File: src/rtl/manchester_serial_to_nibble_sm.sv
// Receive nibble assembler for the Manchester decoder: hunts preamble/SFD on recovered
// NRZ bits, packs LSB-first bits into nibbles and drives an MII-style rx stream with
// packet status and saturating debug counters.
module manchester_serial_to_nibble_sm #(
    parameter int unsigned MIN_PREAMBLE_BITS = 16,
    parameter int unsigned SFD_TIMEOUT_BITS  = 256,
    parameter int unsigned MAX_NIBBLES       = 3044,
    parameter int unsigned CNT_W             = 16
) (
    input  logic             clk16x,
    input  logic             reset,
    input  logic             irx_center_sample,
    input  logic             inrz_data,
    input  logic             idle_line,
    input  logic             reset_all_pkt_cntrs,
    output logic [3:0]       rx_nibble,
    output logic             rx_nibble_valid,
    output logic             rx_dv,
    output logic             rx_er,
    output logic             rx_packet_end,
    output logic             sfd_timeout,
    output logic             missed_sfd_flag,
    output logic [2:0]       rx_state,
    output logic [CNT_W-1:0] pkt_cnt,
    output logic [CNT_W-1:0] err_cnt,
    output logic [CNT_W-1:0] sfd_miss_cnt
);

    localparam int unsigned PreW = $clog2(SFD_TIMEOUT_BITS + 1);
    localparam int unsigned NibW = $clog2(MAX_NIBBLES + 1);
    localparam logic [PreW-1:0] PreMin  = PreW'(MIN_PREAMBLE_BITS);
    localparam logic [PreW-1:0] PreLast = PreW'(SFD_TIMEOUT_BITS - 1);
    localparam logic [NibW-1:0] NibLast = NibW'(MAX_NIBBLES - 1);

    typedef enum logic [2:0] {
        StIdle     = 3'd0,
        StPreamble = 3'd1,
        StData     = 3'd2,
        StWaitIdle = 3'd3
    } state_e;

    state_e           state_q;
    logic [PreW-1:0]  pre_cnt_q;
    logic             last_bit_q;
    logic [2:0]       shreg_q;
    logic [1:0]       bit_cnt_q;
    logic [NibW-1:0]  nib_cnt_q;
    logic             jab_pend_q;
    logic [3:0]       rx_nibble_q;
    logic             rx_nibble_valid_q;
    logic             rx_dv_q;
    logic             rx_er_q;
    logic             rx_packet_end_q;
    logic             sfd_timeout_q;
    logic             missed_sfd_q;
    logic [CNT_W-1:0] pkt_cnt_q;
    logic [CNT_W-1:0] err_cnt_q;
    logic [CNT_W-1:0] sfd_miss_cnt_q;

    // Receive FSM with registered outputs and counters.
    always_ff @(posedge clk16x) begin
        if (reset) begin
            state_q           <= StIdle;
            pre_cnt_q         <= '0;
            last_bit_q        <= 1'b0;
            shreg_q           <= '0;
            bit_cnt_q         <= '0;
            nib_cnt_q         <= '0;
            jab_pend_q        <= 1'b0;
            rx_nibble_q       <= '0;
            rx_nibble_valid_q <= 1'b0;
            rx_dv_q           <= 1'b0;
            rx_er_q           <= 1'b0;
            rx_packet_end_q   <= 1'b0;
            sfd_timeout_q     <= 1'b0;
            missed_sfd_q      <= 1'b0;
            pkt_cnt_q         <= '0;
            err_cnt_q         <= '0;
            sfd_miss_cnt_q    <= '0;
        end else begin
            rx_nibble_valid_q <= 1'b0;
            rx_er_q           <= 1'b0;
            rx_packet_end_q   <= 1'b0;
            sfd_timeout_q     <= 1'b0;
            jab_pend_q        <= 1'b0;

            // Jabber abort lands one cycle after the final nibble so that nibble keeps rx_dv.
            if (jab_pend_q) begin
                rx_er_q         <= 1'b1;
                rx_packet_end_q <= 1'b1;
                rx_dv_q         <= 1'b0;
                if (err_cnt_q != '1) err_cnt_q <= err_cnt_q + CNT_W'(1);
            end

            unique case (state_q)
                StIdle: begin
                    if (!idle_line && irx_center_sample) begin
                        state_q    <= StPreamble;
                        pre_cnt_q  <= PreW'(1);
                        last_bit_q <= inrz_data;
                    end
                end
                StPreamble: begin
                    if (idle_line) begin
                        state_q <= StIdle;
                    end else if (irx_center_sample) begin
                        last_bit_q <= inrz_data;
                        if (inrz_data != last_bit_q) begin
                            pre_cnt_q <= pre_cnt_q + PreW'(1);
                            if (pre_cnt_q == PreLast) begin
                                sfd_timeout_q <= 1'b1;
                                missed_sfd_q  <= 1'b1;
                                state_q       <= StWaitIdle;
                                if (sfd_miss_cnt_q != '1) begin
                                    sfd_miss_cnt_q <= sfd_miss_cnt_q + CNT_W'(1);
                                end
                            end
                        end else if (inrz_data && (pre_cnt_q >= PreMin)) begin
                            state_q   <= StData;
                            rx_dv_q   <= 1'b1;
                            shreg_q   <= '0;
                            bit_cnt_q <= '0;
                            nib_cnt_q <= '0;
                        end else begin
                            // "00", or "11" arriving before enough preamble: restart the count.
                            pre_cnt_q <= PreW'(1);
                        end
                    end
                end
                StData: begin
                    if (idle_line) begin
                        state_q         <= StIdle;
                        rx_dv_q         <= 1'b0;
                        rx_packet_end_q <= 1'b1;
                        if (bit_cnt_q == 2'd0) begin
                            if (pkt_cnt_q != '1) pkt_cnt_q <= pkt_cnt_q + CNT_W'(1);
                        end else begin
                            // Dribble bits: partial nibble is dropped and flagged.
                            rx_er_q <= 1'b1;
                            if (err_cnt_q != '1) err_cnt_q <= err_cnt_q + CNT_W'(1);
                        end
                    end else if (irx_center_sample) begin
                        shreg_q   <= {inrz_data, shreg_q[2:1]};
                        bit_cnt_q <= bit_cnt_q + 2'd1;
                        if (bit_cnt_q == 2'd3) begin
                            rx_nibble_q       <= {inrz_data, shreg_q};
                            rx_nibble_valid_q <= 1'b1;
                            nib_cnt_q         <= nib_cnt_q + NibW'(1);
                            if (nib_cnt_q == NibLast) begin
                                jab_pend_q <= 1'b1;
                                state_q    <= StWaitIdle;
                            end
                        end
                    end
                end
                StWaitIdle: begin
                    if (idle_line) state_q <= StIdle;
                end
                default: state_q <= StIdle;
            endcase

            // Placed last so the clear overrides any same-cycle increment.
            if (reset_all_pkt_cntrs) begin
                pkt_cnt_q      <= '0;
                err_cnt_q      <= '0;
                sfd_miss_cnt_q <= '0;
                missed_sfd_q   <= 1'b0;
            end
        end
    end

    assign rx_nibble       = rx_nibble_q;
    assign rx_nibble_valid = rx_nibble_valid_q;
    assign rx_dv           = rx_dv_q;
    assign rx_er           = rx_er_q;
    assign rx_packet_end   = rx_packet_end_q;
    assign sfd_timeout     = sfd_timeout_q;
    assign missed_sfd_flag = missed_sfd_q;
    assign rx_state        = state_q;
    assign pkt_cnt         = pkt_cnt_q;
    assign err_cnt         = err_cnt_q;
    assign sfd_miss_cnt    = sfd_miss_cnt_q;

endmodule

File: config.mk
export PLATFORM = sky130hd
export DESIGN_NAME = manchester_serial_to_nibble_sm
export DESIGN_NICKNAME = d
export VERILOG_FILES = /design/src/rtl/manchester_serial_to_nibble_sm.sv
export SDC_FILE = /design/constraint.sdc
export NUM_CORES = 1
export LEC_CHECK = 0
export ABC_AREA = 1
export CELL_PAD_IN_SITES_DETAIL_PLACEMENT = 1
export CELL_PAD_IN_SITES_GLOBAL_PLACEMENT = 2
export CORE_MARGIN = 8
export CORE_UTILIZATION = 32
export CTS_BUF_LIST = sky130_fd_sc_hd__clkbuf_4
export DETAILED_ROUTE_END_ITERATION = 12
export PLACE_DENSITY_LB_ADDON = 0.1
export SKIP_LAST_GASP = 1
export SYNTH_ARGS = -nofsm -noshare
export SYNTH_HDL_FRONTEND = slang
export SYNTH_SLANG_ARGS = --single-unit
File: constraint.sdc
create_clock -name clk16x -period 2.35 [get_ports clk16x]
set_input_delay 0.47 -clock clk16x [delete_from_list [all_inputs] [get_ports clk16x]]
set_output_delay 0.47 -clock clk16x [all_outputs]
set_load 0.1 [all_outputs]
==> results of run 1 <==
-- logic make-up (layout without fill, tap and decap cells) --
| family | count (synthesis) | in the layout |
|---|---|---|
| and+or+nand+nor | 423 | 423 |
| buffers and inverters | 119 | 205 |
| AOI/OAI and AO/OA | 107 | 107 |
| DFF | 88 | 88 |
| xor gates and xnor gates | 23 | 23 |
| adders and majority gates | 14 | 14 |
| other | 1 | 4 |
-- stage by stage --
stage,total power [W],utilization (%)
after CTS,0.00378,38.7
after global routing,0.00398,38.8
after floorplan,0.00257,-
after detailed placement,0.00293,37.9
final,0.00371,38.8
after global placement,0.00290,37.9
-- cell type report --
| cell class | count | area (sq um) | area share, % |
|---|---|---|---|
| Clock inverter | 7 | 57.6 | 0.938 |
| Tap cell | 216 | 270 | 4.41 |
| Inverter | 100 | 383 | 6.24 |
| Sequential cell | 88 | 1770 | 28.9 |
| Clock buffer | 9 | 67.6 | 1.10 |
| Antenna cell | 3 | 7.51 | 0.122 |
| Multi-Input combinational cell | 568 | 2900 | 47.2 |
| Timing Repair Buffer | 89 | 681 | 11.1 |
-- synthesized netlist by cell type (all sizes together) --
| cell | n |
|---|---|
| a21boi | 1 |
| a21oi | 63 |
| a22oi | 1 |
| a2bb2oi | 1 |
| buf | 11 |
| clkbuf | 8 |
| conb | 1 |
| dfxtp | 88 |
| ha | 14 |
| inv | 100 |
| nand2 | 206 |
| nand3 | 58 |
| nand3b | 2 |
| nand4 | 21 |
| nor2 | 115 |
| nor3 | 16 |
| nor3b | 3 |
| nor4 | 1 |
| o211ai | 1 |
| o21a | 1 |
| o21ai | 37 |
| o21bai | 2 |
| or2 | 1 |
| xnor2 | 6 |
| xor2 | 17 |
-- worst min-delay path, stage by stage, from the launching register on --
cell     delay (ps)
dfxtp_1         340
nand2_1          60
a21oi_1          60
-- flip-flops by register name (all words and copies together) (netlist names) --
name	cells
nib_cnt_q	12
pre_cnt_q	9
rx_dv	1
rx_state	2
shreg_q	3
err_cnt	16
last_bit_q	1
jab_pend_q	1
rx_nibble	4
sfd_timeout	1
missed_sfd_flag	1
rx_nibble_valid	1
sfd_miss_cnt	16
pkt_cnt	16
rx_er	1
bit_cnt_q	2
rx_packet_end	1
-- worst max-delay path by stage --
stage                     cells after the start       startpoint               end  slack (ps)
after CTS                                    12     pre_cnt_q[1]   sfd_miss_cnt[3]          80
after floorplan                              11  sfd_miss_cnt[0]   sfd_miss_cnt[1]           9
final                                        12     pre_cnt_q[1]   sfd_miss_cnt[3]         230
after global routing                         12     pre_cnt_q[1]   sfd_miss_cnt[3]          20
after global placement                       11        inrz_data  sfd_miss_cnt[15]         130
after detailed placement                     11        inrz_data   sfd_miss_cnt[3]          30
-- power by group --
group	switching [W]	leakage [nW]	total, W	internal, W
clock	0.000593	0.0640	0.000820	0.000227
combinational	0.000850	1.68	0.00124	0.000385
sequential	0.0000788	0.713	0.00165	0.00157
total	0.00152	2.46	0.00371	0.00218
-- per-layer routing --
metal | track usage [%] | vias to the layer above
met1 | 19.5 | 2448
met3 | 3.61 | 14
met5 | 0 | -
met2 | 26.9 | 61
li1 | - | 2640
met4 | 3.75 | 0
-- timing repair --
item,4_1_cts,5_1_grt
resized for setup,0,2
hold buffers,0,0
setup endpoints to repair,0,14
==> flow_summary_export.csv, run 1 <==
group,metric,value,unit
placed_design,detailed_place_hpwl,12100,um
detailed_routing,wirelength,15300,um
timing,final-hold-violation-count,0,
detailed_routing,drtAntennaViolNets,0,
detailed_routing,post_drt_wl_per_cell,14.2,um
worst_setup_path,critPathTopFamily,"simple AND/OR/NAND/NOR gates",
die,fp.dieArea,20500,sq um
worst_setup_path,crit_path_end_kind,"flop",
layout,fillers,2084,
detailed_routing,via_per_inst,4.78,
worst_setup_path,crit_slowest_cell,"dfxtp_2",
worst_setup_path,path_cells,"ha_1 > nand3_1 > nor2_1 > nand2_1 > nor2_1 > ha_1 > nand2_1 > nor2_8 > nand2_4 > inv_6 > nand2_1 > a21oi_1",
worst_setup_path,cp_max_fo,14,
timing,fin_crit,2120,ps
yosys,synth_area_leaders,"dfxtp_1, nand2_1, nor2_1",
clocking,clkLatencyLatePin,490,ps
yosys,syn-instance-count,775,
min_path,hold_class,"reg2reg",
global_routing,grt_overflow,0,
worst_setup_path,max_stage_delay,380,ps
yosys,yosys.area.top_type,"dfxtp_1",
detailed_routing,highest_layer,"met4",
timing,setup_tns,0,ps
detailed_routing,route.met2.wl,7240,um
clocking,htree_levels,3,
timing,worst_hold_slack,481,ps
layout,fin_nets,876,
worst_setup_path,regToRegStartpoint,"pre_cnt_q[1]",
outcome,status,"completed",
detailed_routing,wl_met3,565,um
yosys,synth_top_family_by_area,"simple AND/OR/NAND/NOR gates",
global_routing,grt_max_degree,22,
placed_design,routabilityCongestion,0.779,
power,power_density,604,nW/um^2
clocking,cts_setup_buffers,0,
yosys,ys_types,41,
timing,rsz0062_at_grt,"false",
timing,slew_viol_final,0,
detailed_routing,drt_iter0_drc,164,
layout,finalNonFillerCells,1080,
clocking,ctsRootBufferMaster,"clkbuf_4",
yosys,muxShareOfSynthArea,0,%
global_routing,grt_usage,15.7,%
yosys,synth_compound_gate_area_share,11.6,%
worst_setup_path,arrival,2550,ps
yosys,synth_fa_ha_area_share,3.39,%
die,initial_core_util,32.7,%
timing,clock_skew,28.3,ps
layout,layout_commonest_cell,"nand2_1",
placed_design,placed_area,6000,sq um
clocking,cts_tree,"yes",
yosys,syn_nets,795,
worst_setup_path,r2r_cells,12,
yosys,synth.avg_cell_area,6.67,sq um
worst_setup_path,reg2reg_setup_slack,230,ps
timing,setup_viol,0,
placed_design,place_ws,32.3,ps
layout,layout_common_cells,"nand2_1, nor2_1, inv_1",
detailed_routing,drtPass1Iterations,4,
worst_setup_path,critPathLaunchType,"flop",
yosys,seq_area_frac_synth,34.1,%
timing,finalWorstSetupSlack,230,ps
min_path,min_to,"shreg_q[0]",
placed_design,portBuffers,65,
layout,final_area,6130,sq um
run,drv_cap,0,
die,die_x,143,um
yosys,synthSimpleGateAreaFrac,37.1,%
layout,area_growth,18.7,%
worst_setup_path,crit_path_frequent_cell,"nand2_1",
worst_setup_path,cp.required,2780,ps
worst_setup_path,rr_endpoint,"sfd_miss_cnt[3]",
min_path,hold-path-cell-count,2,
yosys,netlist.area_leader.share,34.1,%
clocking,clkTransAtPathRegs,170,ps
die,rows,46,
yosys,syn_area,5170,sq um
die,ios,67,
detailed_routing,drc,0,
global_routing,antenna_found_initial,2,
global_routing,grt_pass1_vias,5278,
min_path,hold_start,"shreg_q[0]",
worst_setup_path,critPathKind,"reg2reg",
placed_design,dp_cells,1061,
power,vdd_drop_max,0.844,mV
yosys,ys_seq_elements,88,
die,core,15800,sq um
worst_setup_path,crit_buf_inv,1,
global_routing,grt_pass1_wl,26100,um
die,fp.dieH,143,um
power,p_leak,2.46,nW
timing,period_share,90.2,%
timing,clock.fmax,472,MHz
yosys,yosys_warnings,0,
detailed_routing,vias,5163,
detailed_routing,wl_met1,7340,um
clocking,clk_path_buf_depth,2,
clocking,clock-sinks,88,
yosys,synth_xor_area_share,3.90,%
layout,drive_above_1_share,18.7,%
clocking,cts_buffers,9,
(Power assumes the default switching activity.)
==> inputs of run 2 (changes only) <==
--- a/config.mk
+++ b/config.mk
@@ -12,6 +12,7 @@
 export CORE_UTILIZATION = 32
 export CTS_BUF_LIST = sky130_fd_sc_hd__clkbuf_4
 export DETAILED_ROUTE_END_ITERATION = 12
+export GPL_ROUTABILITY_DRIVEN = 0
 export PLACE_DENSITY_LB_ADDON = 0.1
 export SKIP_LAST_GASP = 1
 export SYNTH_ARGS = -nofsm -noshare
==> results of run 2 <==
Final layout, timing and power as in run 1 (identical DEF).
